File: src/rtl/nco_pkg.sv
// Shared constants and types for the NCO frequency-sweep scheduler.
package nco_pkg;

  localparam int unsigned FTW_W   = 8;
  localparam int unsigned CNT_W   = 8;
  localparam int unsigned DWELL_W = 16;

  typedef enum logic [2:0] {
    IDLE,
    LOAD,
    DWELL,
    STEP,
    DONE
  } sweep_state_t;

  typedef struct packed {
    logic [FTW_W-1:0]   start_ftw;
    logic [FTW_W-1:0]   step_ftw;
    logic [CNT_W-1:0]   num_steps;
    logic [DWELL_W-1:0] dwell;
    logic               continuous;
  } sweep_cfg_t;

  // A programmed count of zero behaves as one.
  function automatic logic [DWELL_W-1:0] dwell_eff(input logic [DWELL_W-1:0] d);
    return (d == '0) ? DWELL_W'(1) : d;
  endfunction

  function automatic logic [CNT_W-1:0] steps_eff(input logic [CNT_W-1:0] n);
    return (n == '0) ? CNT_W'(1) : n;
  endfunction

endpackage

File: src/rtl/nco_sweep_ctrl_if.sv
// Control/config and NCO-facing signals of the sweep scheduler.
interface nco_sweep_ctrl_if;
  import nco_pkg::*;

  logic               sample_en;
  logic               start;
  logic               abort;
  logic [FTW_W-1:0]   cfg_start_ftw;
  logic [FTW_W-1:0]   cfg_step_ftw;
  logic [CNT_W-1:0]   cfg_num_steps;
  logic [DWELL_W-1:0] cfg_dwell;
  logic               cfg_continuous;
  logic [FTW_W-1:0]   freq_tuning_word;
  logic [CNT_W-1:0]   step_idx;
  logic               busy;
  logic               done;

  modport master (
    output sample_en, start, abort,
           cfg_start_ftw, cfg_step_ftw, cfg_num_steps, cfg_dwell, cfg_continuous,
    input  freq_tuning_word, step_idx, busy, done
  );

  modport slave (
    input  sample_en, start, abort,
           cfg_start_ftw, cfg_step_ftw, cfg_num_steps, cfg_dwell, cfg_continuous,
    output freq_tuning_word, step_idx, busy, done
  );

endinterface

File: src/rtl/nco_sweep_ctrl_dwell_counter.sv
// Loadable down-counter of sample ticks; last flags the final tick of a dwell.
module dwell_counter
  import nco_pkg::*;
#(
  parameter int unsigned WIDTH = DWELL_W
) (
  input  logic             clk,
  input  logic             reset_n,
  input  logic             load,
  input  logic [WIDTH-1:0] load_val,
  input  logic             tick,
  output logic             last
);

  logic [WIDTH-1:0] count;

  always_ff @(posedge clk or negedge reset_n) begin
    if (!reset_n) begin
      count <= '0;
    end else if (load) begin
      count <= load_val;
    end else if (tick && count != '0) begin
      count <= count - WIDTH'(1);
    end
  end

  assign last = (count == WIDTH'(1));

endmodule

File: src/rtl/nco_sweep_ctrl.sv
// Stepped frequency sweep of the NCO tuning word, dwelling a fixed number of sample ticks per word.
module nco_sweep_ctrl
  import nco_pkg::*;
(
  input  logic           clk,
  input  logic           reset_n,
  nco_sweep_ctrl_if.slave bus
);

  sweep_state_t     state, state_nxt;
  sweep_cfg_t       shadow;
  logic [FTW_W-1:0] ftw;
  logic [CNT_W-1:0] idx;
  logic             busy_q, done_q;

  logic capture, load_first, hop, dwell_load, dwell_tick, dwell_last, last_word;

  assign last_word = (idx >= (steps_eff(shadow.num_steps) - CNT_W'(1)));

  always_ff @(posedge clk or negedge reset_n) begin
    if (!reset_n) state <= IDLE;
    else          state <= state_nxt;
  end

  always_comb begin
    state_nxt  = state;
    capture    = 1'b0;
    load_first = 1'b0;
    hop        = 1'b0;
    dwell_load = 1'b0;
    dwell_tick = 1'b0;
    unique case (state)
      IDLE: begin
        if (bus.start && !bus.abort) begin
          capture   = 1'b1;
          state_nxt = LOAD;
        end
      end
      LOAD: begin
        load_first = 1'b1;
        dwell_load = 1'b1;
        state_nxt  = DWELL;
      end
      DWELL: begin
        if (bus.sample_en) begin
          dwell_tick = 1'b1;
          if (dwell_last) state_nxt = STEP;
        end
      end
      STEP: begin
        if (!last_word) begin
          hop        = 1'b1;
          dwell_load = 1'b1;
          state_nxt  = DWELL;
        end else if (shadow.continuous) begin
          load_first = 1'b1;
          dwell_load = 1'b1;
          state_nxt  = DWELL;
        end else begin
          state_nxt = DONE;
        end
      end
      DONE:    state_nxt = IDLE;
      default: state_nxt = IDLE;
    endcase
    // Abort overrides every datapath update so the word and index freeze where they are.
    if (state != IDLE && bus.abort) begin
      state_nxt  = IDLE;
      load_first = 1'b0;
      hop        = 1'b0;
      dwell_load = 1'b0;
      dwell_tick = 1'b0;
    end
  end

  always_ff @(posedge clk or negedge reset_n) begin
    if (!reset_n) begin
      shadow <= '0;
      ftw    <= '0;
      idx    <= '0;
      busy_q <= 1'b0;
      done_q <= 1'b0;
    end else begin
      if (capture) begin
        shadow <= '{start_ftw:  bus.cfg_start_ftw,
                    step_ftw:   bus.cfg_step_ftw,
                    num_steps:  bus.cfg_num_steps,
                    dwell:      bus.cfg_dwell,
                    continuous: bus.cfg_continuous};
      end
      if (load_first) begin
        ftw <= shadow.start_ftw;
        idx <= '0;
      end else if (hop) begin
        ftw <= ftw + shadow.step_ftw;
        idx <= idx + CNT_W'(1);
      end
      busy_q <= (state_nxt == LOAD) || (state_nxt == DWELL) || (state_nxt == STEP);
      done_q <= (state_nxt == DONE);
    end
  end

  dwell_counter #(.WIDTH(DWELL_W)) u_dwell (
    .clk      (clk),
    .reset_n  (reset_n),
    .load     (dwell_load),
    .load_val (dwell_eff(shadow.dwell)),
    .tick     (dwell_tick),
    .last     (dwell_last)
  );

  assign bus.freq_tuning_word = ftw;
  assign bus.step_idx         = idx;
  assign bus.busy             = busy_q;
  assign bus.done             = done_q;

endmodule
File: src/flat_wrapper.sv
// flat-port wrapper written by rule: the top's interface ports become plain ports
module nco_sweep_ctrl_flat import nco_pkg::*;
  (clk, reset_n, bus_sample_en, bus_start, bus_abort, bus_cfg_start_ftw, bus_cfg_step_ftw, bus_cfg_num_steps, bus_cfg_dwell, bus_cfg_continuous, bus_freq_tuning_word, bus_step_idx, bus_busy, bus_done);
  nco_sweep_ctrl_if bus_i ();
  input  logic clk;
  input  logic reset_n;
  input wire logic [$bits(bus_i.sample_en)-1:0] bus_sample_en;
  input wire logic [$bits(bus_i.start)-1:0] bus_start;
  input wire logic [$bits(bus_i.abort)-1:0] bus_abort;
  input wire logic [$bits(bus_i.cfg_start_ftw)-1:0] bus_cfg_start_ftw;
  input wire logic [$bits(bus_i.cfg_step_ftw)-1:0] bus_cfg_step_ftw;
  input wire logic [$bits(bus_i.cfg_num_steps)-1:0] bus_cfg_num_steps;
  input wire logic [$bits(bus_i.cfg_dwell)-1:0] bus_cfg_dwell;
  input wire logic [$bits(bus_i.cfg_continuous)-1:0] bus_cfg_continuous;
  output wire logic [$bits(bus_i.freq_tuning_word)-1:0] bus_freq_tuning_word;
  output wire logic [$bits(bus_i.step_idx)-1:0] bus_step_idx;
  output wire logic [$bits(bus_i.busy)-1:0] bus_busy;
  output wire logic [$bits(bus_i.done)-1:0] bus_done;
  assign bus_i.sample_en = bus_sample_en;
  assign bus_i.start = bus_start;
  assign bus_i.abort = bus_abort;
  assign bus_i.cfg_start_ftw = bus_cfg_start_ftw;
  assign bus_i.cfg_step_ftw = bus_cfg_step_ftw;
  assign bus_i.cfg_num_steps = bus_cfg_num_steps;
  assign bus_i.cfg_dwell = bus_cfg_dwell;
  assign bus_i.cfg_continuous = bus_cfg_continuous;
  assign bus_freq_tuning_word = bus_i.freq_tuning_word;
  assign bus_step_idx = bus_i.step_idx;
  assign bus_busy = bus_i.busy;
  assign bus_done = bus_i.done;
  nco_sweep_ctrl u_core (.clk(clk), .reset_n(reset_n), .bus(bus_i));
endmodule
File: config.mk
export PLATFORM = sky130hd
export DESIGN_NAME = nco_sweep_ctrl_flat
export DESIGN_NICKNAME = d
export VERILOG_FILES = /design/src/rtl/nco_pkg.sv /design/src/rtl/nco_sweep_ctrl_if.sv /design/src/rtl/nco_sweep_ctrl_dwell_counter.sv /design/src/rtl/nco_sweep_ctrl.sv /design/src/flat_wrapper.sv
export SDC_FILE = /design/constraint.sdc
export NUM_CORES = 1
export LEC_CHECK = 0
export BUFFER_PORTS_ARGS = -buffer_cell sky130_fd_sc_hd__buf_4
export CAP_MARGIN = 20
export CORE_UTILIZATION = 40
export DETAILED_ROUTE_END_ITERATION = 8
export PLACE_DENSITY_LB_ADDON = 0.05
export SETUP_SLACK_MARGIN = 0.5
export SYNTH_ARGS = -nofsm -noshare
export SYNTH_HDL_FRONTEND = slang
export SYNTH_HIERARCHICAL = 1
export SYNTH_SLANG_ARGS = --single-unit
File: constraint.sdc
create_clock -name clk -period 4.4 [get_ports clk]
set_clock_uncertainty 0.15 [all_clocks]
set_input_delay 1.32 -clock clk [delete_from_list [all_inputs] [get_ports clk]]
set_output_delay 1.32 -clock clk [all_outputs]
set_load 0.02 [all_outputs]
==> results.md <==
Status:
- The flow ran to the end, and the final reports show no timing, DRC or antenna violations.

Critical path:
- The critical path is of the reg -> reg type.
- The worst setup path is captured at a flop.
- Data on the critical path is required at its endpoint by 4.49 ns.
- The worst register-to-register path ends at u_core/u_dwell/count[6]$_DFFE_PN0P_.
- STA classifies the critical path startpoint as a flop.
- For the worst setup path, the data arrival time is 3.68 ns.
- The critical-path maximum fanout is 10.
- The worst register-to-register path has a depth of 15.
- The startpoint of the most critical register-to-register path is u_core/shadow[22]$_DFFE_PN0P_.
- The setup slack of the worst register-to-register path is 0.81 ns.

Logic synthesis:
- The share of Yosys cell area claimed by the top area cell type is 0.460.
- The sequential area share after synthesis is 0.460.
- The count of yosys warnings during synthesis is 6.
- The combined area of all synthesized cells is 4250 um^2.
- The number of nets handed over by synthesis was 472.
- Among all flip-flop cells after synthesis, the most frequent one is sky130_fd_sc_hd__dfrtp_1.
- The most frequently used cell type in the post-synthesis netlist is sky130_fd_sc_hd__dfrtp_1.
- The synthesized netlist cell count is 406.
- Of all flip-flops after synthesis, the portion carrying an async set or reset was 1.00.
- Ranked by instance count, the synthesized netlist is headed by sky130_fd_sc_hd__dfrtp_1 (78), sky130_fd_sc_hd__mux2_2 (41), sky130_fd_sc_hd__nor2_1 (30).
- Of all cell types, the one taking the most synthesized area is sky130_fd_sc_hd__dfrtp_1.
- The number of distinct library cells after synthesis is 62.
- Averaged over all synthesized cells, the footprint is 10.5 um^2.
- The flip-flop and latch count after synthesis is 78.
- By area the synthesized netlist is led by sky130_fd_sc_hd__dfrtp_1 (46%), sky130_fd_sc_hd__mux2_2 (11%), sky130_fd_sc_hd__ha_1 (5.6%), sky130_fd_sc_hd__o21ai_0 (2.9%), sky130_fd_sc_hd__xor2_1 (2.7%).
- The synthesized design contains 0 enable-type register cells.

Floorplanning:
- The die is 105 um tall.
- The standard-cell row count is 37.
- The overall die width is 105 um.
- The core region is 10,300 um^2.
- The die outline area is 11,000 um^2.
- The initial utilization of the core area, before any placement, comes to 0.411.
- The I/O pin count is 64.

Place:
- The number of placed cells counting well taps is 581.
- The placement-stage worst setup slack is 0.634 ns.
- Routability-driven placement finished with a final weighted congestion of 0.803.
- The sum of net half-perimeters after detailed placement is 7000 um.
- Summing all placed instances gives a cell area of 4790 um^2.
- During placement, the flow inserted port buffers numbering 63.

CTS:
- The maximum buffer depth of the clock tree is 2.
- The TritonCTS clock tree is yes.
- The level count of the clock H-tree is 3.
- The clock-pin slew on the worst setup and hold paths is 0.07 ns.
- After clock tree synthesis, the flow added hold-fix buffers numbering 0.
- The number of clock buffers inserted by TritonCTS is 9.
- CTS saw 78 sinks.
- The clock reaches the later pin of the worst-skew pair after 0.35 ns.
- Clock tree synthesis selected as its root buffer the cell sky130_fd_sc_hd__clkbuf_8.

STA:
- Setup repair after global routing left no endpoint under its margin.
- The clock period minus final worst setup slack is 3.59 ns.
- The upper clock frequency limit is 0.279 GHz.
- Setup total negative slack on the finished layout was measured at 0 ns.
- The tightest hold margin is 0.296 ns.
- The count of pins over their slew limit is 0.
- Across all setup checks in the final design, the least slack found is 0.813 ns.
- The worst-margin pin slew is 0.663 ns.
- The number of endpoints failing setup at the final stage is 0.
- Measured against its own limit, the worst slew margin works out to 0.557.
- Of the available clock period, the critical path in the final layout requires 0.815.
- The total count of hold-check failures in the final report is 0.

Power:
- Of the total power, the share spent switching nets is 0.343.
- The internal power of the cells totals 1.48 mW.
- In this run the static leakage power is 2.24 nW.
- Dividing total power by cell area gives a power density of 446 nW/um^2.
- Of the total power, combinational logic draws 0.305.
- The maximum VDD drop is 199 uV.
- The share of total power dissipated in sequential elements is 0.467.
- The design draws 2.24 mW.
- Of the total power, the clock network draws 0.229.
- For this design the total switching power over the nets is 0.769 mW.

Detailed routing:
- The number of DRC markers after the initial detailed-route iteration is 137.
- The count of TritonRoute iterations in the first routing pass is 4.
- The number of remaining DRC errors is 0.
- The routed via count is 3,283.
- The post-route antenna net violation count is 0.
- Dividing the detail-routed via count by the number of cells gives 5.47.
- The routed design has 9840 um of wire.
- Dividing the detail-routed wire length by the instance count gives 16.4 um.

GRT:
- In the global route stage, overall resource usage came out at 0.191.
- The initial antenna violation count came to 0.
- The largest net degree at the start of global routing is 79.
- The number of global-route vias before repair came to 3,317.
- The first global-routing pass estimated 16,500 um of wire.
- The total global routing overflow is 0.

Layout:
- The final net count is 527.
- Compared with the post-synthesis result, the final layout area differs by 18.5%.
- The finished cells cover 5030 um^2.
- Of the cells placed in the final design, the portion with a size suffix greater than 1 is 0.308.
- Counting the fill cells in the layout gives 984.
- The number of non-filler instances in the completed layout is 600.
- 0 antenna diodes ended up in the layout.
- The final core area utilization is 0.487.

Worst hold path:
- The beginning of the worst hold path is u_core/state[2]$_DFF_PN0_.
- The instance count along the most critical hold path is 1.
- In this run the worst hold path is classified as reg -> reg.
- For hold timing, the worst endpoint is u_core/state[0]$_DFF_PN0_.

Flow run:
- Across the run, the number of max-cap violations was 0.
==> power groups by stage <==
| stage | Clock, mW | Sequential [mW] | Combinational [mW] |
|---|---|---|---|
| after floorplan | 0 | 1.04 | 0.485 |
| after global placement | 0 | 1.06 | 0.669 |
| after global routing | 0.563 | 1.07 | 0.769 |
| after detailed placement | 0 | 1.06 | 0.681 |
| final | 0.513 | 1.05 | 0.684 |
| after CTS | 0.538 | 1.05 | 0.685 |
==> state kept, by name, indices dropped and copies added (netlist names) <==
register and cells:
u_core/bus.step_idx 8, u_core/bus.done 1, u_core/u_dwell/count 16, u_core/shadow 41
u_core/state 3, u_core/bus.freq_tuning_word 8, u_core/bus.busy 1
==> repair_timing <==
| item | 4_1_cts | 5_1_grt |
|---|---|---|
| endpoints found under the hold margin | 0 | 0 |
| gates resized for setup | 0 | 2 |
| endpoints found under the setup margin | 0 | 12 |
| buffers inserted | 0 | 4 |
==> worst max path at each step <==
| stage | to | cells past startpoint | from |
|---|---|---|---|
| 6_report | u_core/u_dwell/count[6]$_DFFE_PN0P_ | 15 | u_core/shadow[22]$_DFFE_PN0P_ |
| 5_1_grt | u_core/u_dwell/count[6]$_DFFE_PN0P_ | 15 | u_core/shadow[22]$_DFFE_PN0P_ |
| 4_1_cts | u_core/u_dwell/count[1]$_DFFE_PN0P_ | 14 | u_core/shadow[22]$_DFFE_PN0P_ |
| 3_5_place_dp | u_core/u_dwell/count[9]$_DFFE_PN0P_ | 14 | u_core/shadow[22]$_DFFE_PN0P_ |
| 3_3_place_gp | u_core/u_dwell/count[9]$_DFFE_PN0P_ | 14 | u_core/shadow[21]$_DFFE_PN0P_ |
| 2_1_floorplan | u_core/u_dwell/count[13]$_DFFE_PN0P_ | 16 | u_core/shadow[22]$_DFFE_PN0P_ |
==> critical path, stage by stage (launching register included) <==
cell                      delay (ns)
sky130_fd_sc_hd__dfrtp_1        0.42
sky130_fd_sc_hd__nor4_1         0.48
sky130_fd_sc_hd__a31oi_1        0.19
sky130_fd_sc_hd__ha_1           0.25
sky130_fd_sc_hd__nand2_1        0.08
sky130_fd_sc_hd__xor2_1         0.16
sky130_fd_sc_hd__ha_1           0.17
sky130_fd_sc_hd__a21oi_1        0.06
sky130_fd_sc_hd__o21ai_0        0.35
sky130_fd_sc_hd__a31oi_1        0.11
sky130_fd_sc_hd__o21ai_0        0.27
sky130_fd_sc_hd__inv_2          0.17
sky130_fd_sc_hd__or2b_1         0.24
sky130_fd_sc_hd__o21ai_0        0.21
sky130_fd_sc_hd__a31oi_1        0.08
sky130_fd_sc_hd__o31ai_1        0.09
==> cell usage in the layout, fill, tap and decap left out, types with 3 or more instances in the layout <==
cell type,instances
sky130_fd_sc_hd__buf_4,71
sky130_fd_sc_hd__nor3_1,11
sky130_fd_sc_hd__a21oi_1,13
sky130_fd_sc_hd__nor4_1,9
sky130_fd_sc_hd__or3_1,4
sky130_fd_sc_hd__or4_1,4
sky130_fd_sc_hd__and2_1,5
sky130_fd_sc_hd__and3_1,5
sky130_fd_sc_hd__nand2b_1,4
sky130_fd_sc_hd__or4_4,3
sky130_fd_sc_hd__nand4_1,5
sky130_fd_sc_hd__xor2_1,13
sky130_fd_sc_hd__a31oi_1,11
sky130_fd_sc_hd__ha_1,19
sky130_fd_sc_hd__nand2_1,23
sky130_fd_sc_hd__nand3_1,9
sky130_fd_sc_hd__o21ai_0,25
sky130_fd_sc_hd__dfrtp_1,78
sky130_fd_sc_hd__nor2_1,30
sky130_fd_sc_hd__clkbuf_8,9
sky130_fd_sc_hd__mux2_2,41
sky130_fd_sc_hd__a22oi_1,6
sky130_fd_sc_hd__clkinv_2,3
sky130_fd_sc_hd__inv_1,14
==> layer usage <==
layer,up-vias,wire length [um],GRT usage
li1,1580,-,-
met1,1640,4480,0.245
met2,59,4920,0.316
met3,4,363,0.0487
met4,0,78,0.0563
met5,-,0,0
==> cells by family after synthesis <==
group / count (synthesis) / synth area share
and+or+nand+nor: 127 / 0.164
AOI/OAI and AO/OA: 81 / 0.131
buffers and inverters: 44 / 0.0439
muxes: 42 / 0.111
DFF: 78 / 0.460
xor gates and xnor gates: 14 / 0.0289
adders and majority gates: 20 / 0.0607
==> final cells by class <==
type / count / area, um^2 / share of cell area
multi-input cells: 284 / 2110 / 0.419
flip-flops and latches: 78 / 1950 / 0.388
repair buffers: 72 / 561 / 0.111
well taps: 136 / 170 / 0.0338
clock buffers: 9 / 124 / 0.0246
inverters: 16 / 63.8 / 0.0127
clock inverters: 5 / 52.6 / 0.0104
Power figures use the tool's default switching activity.
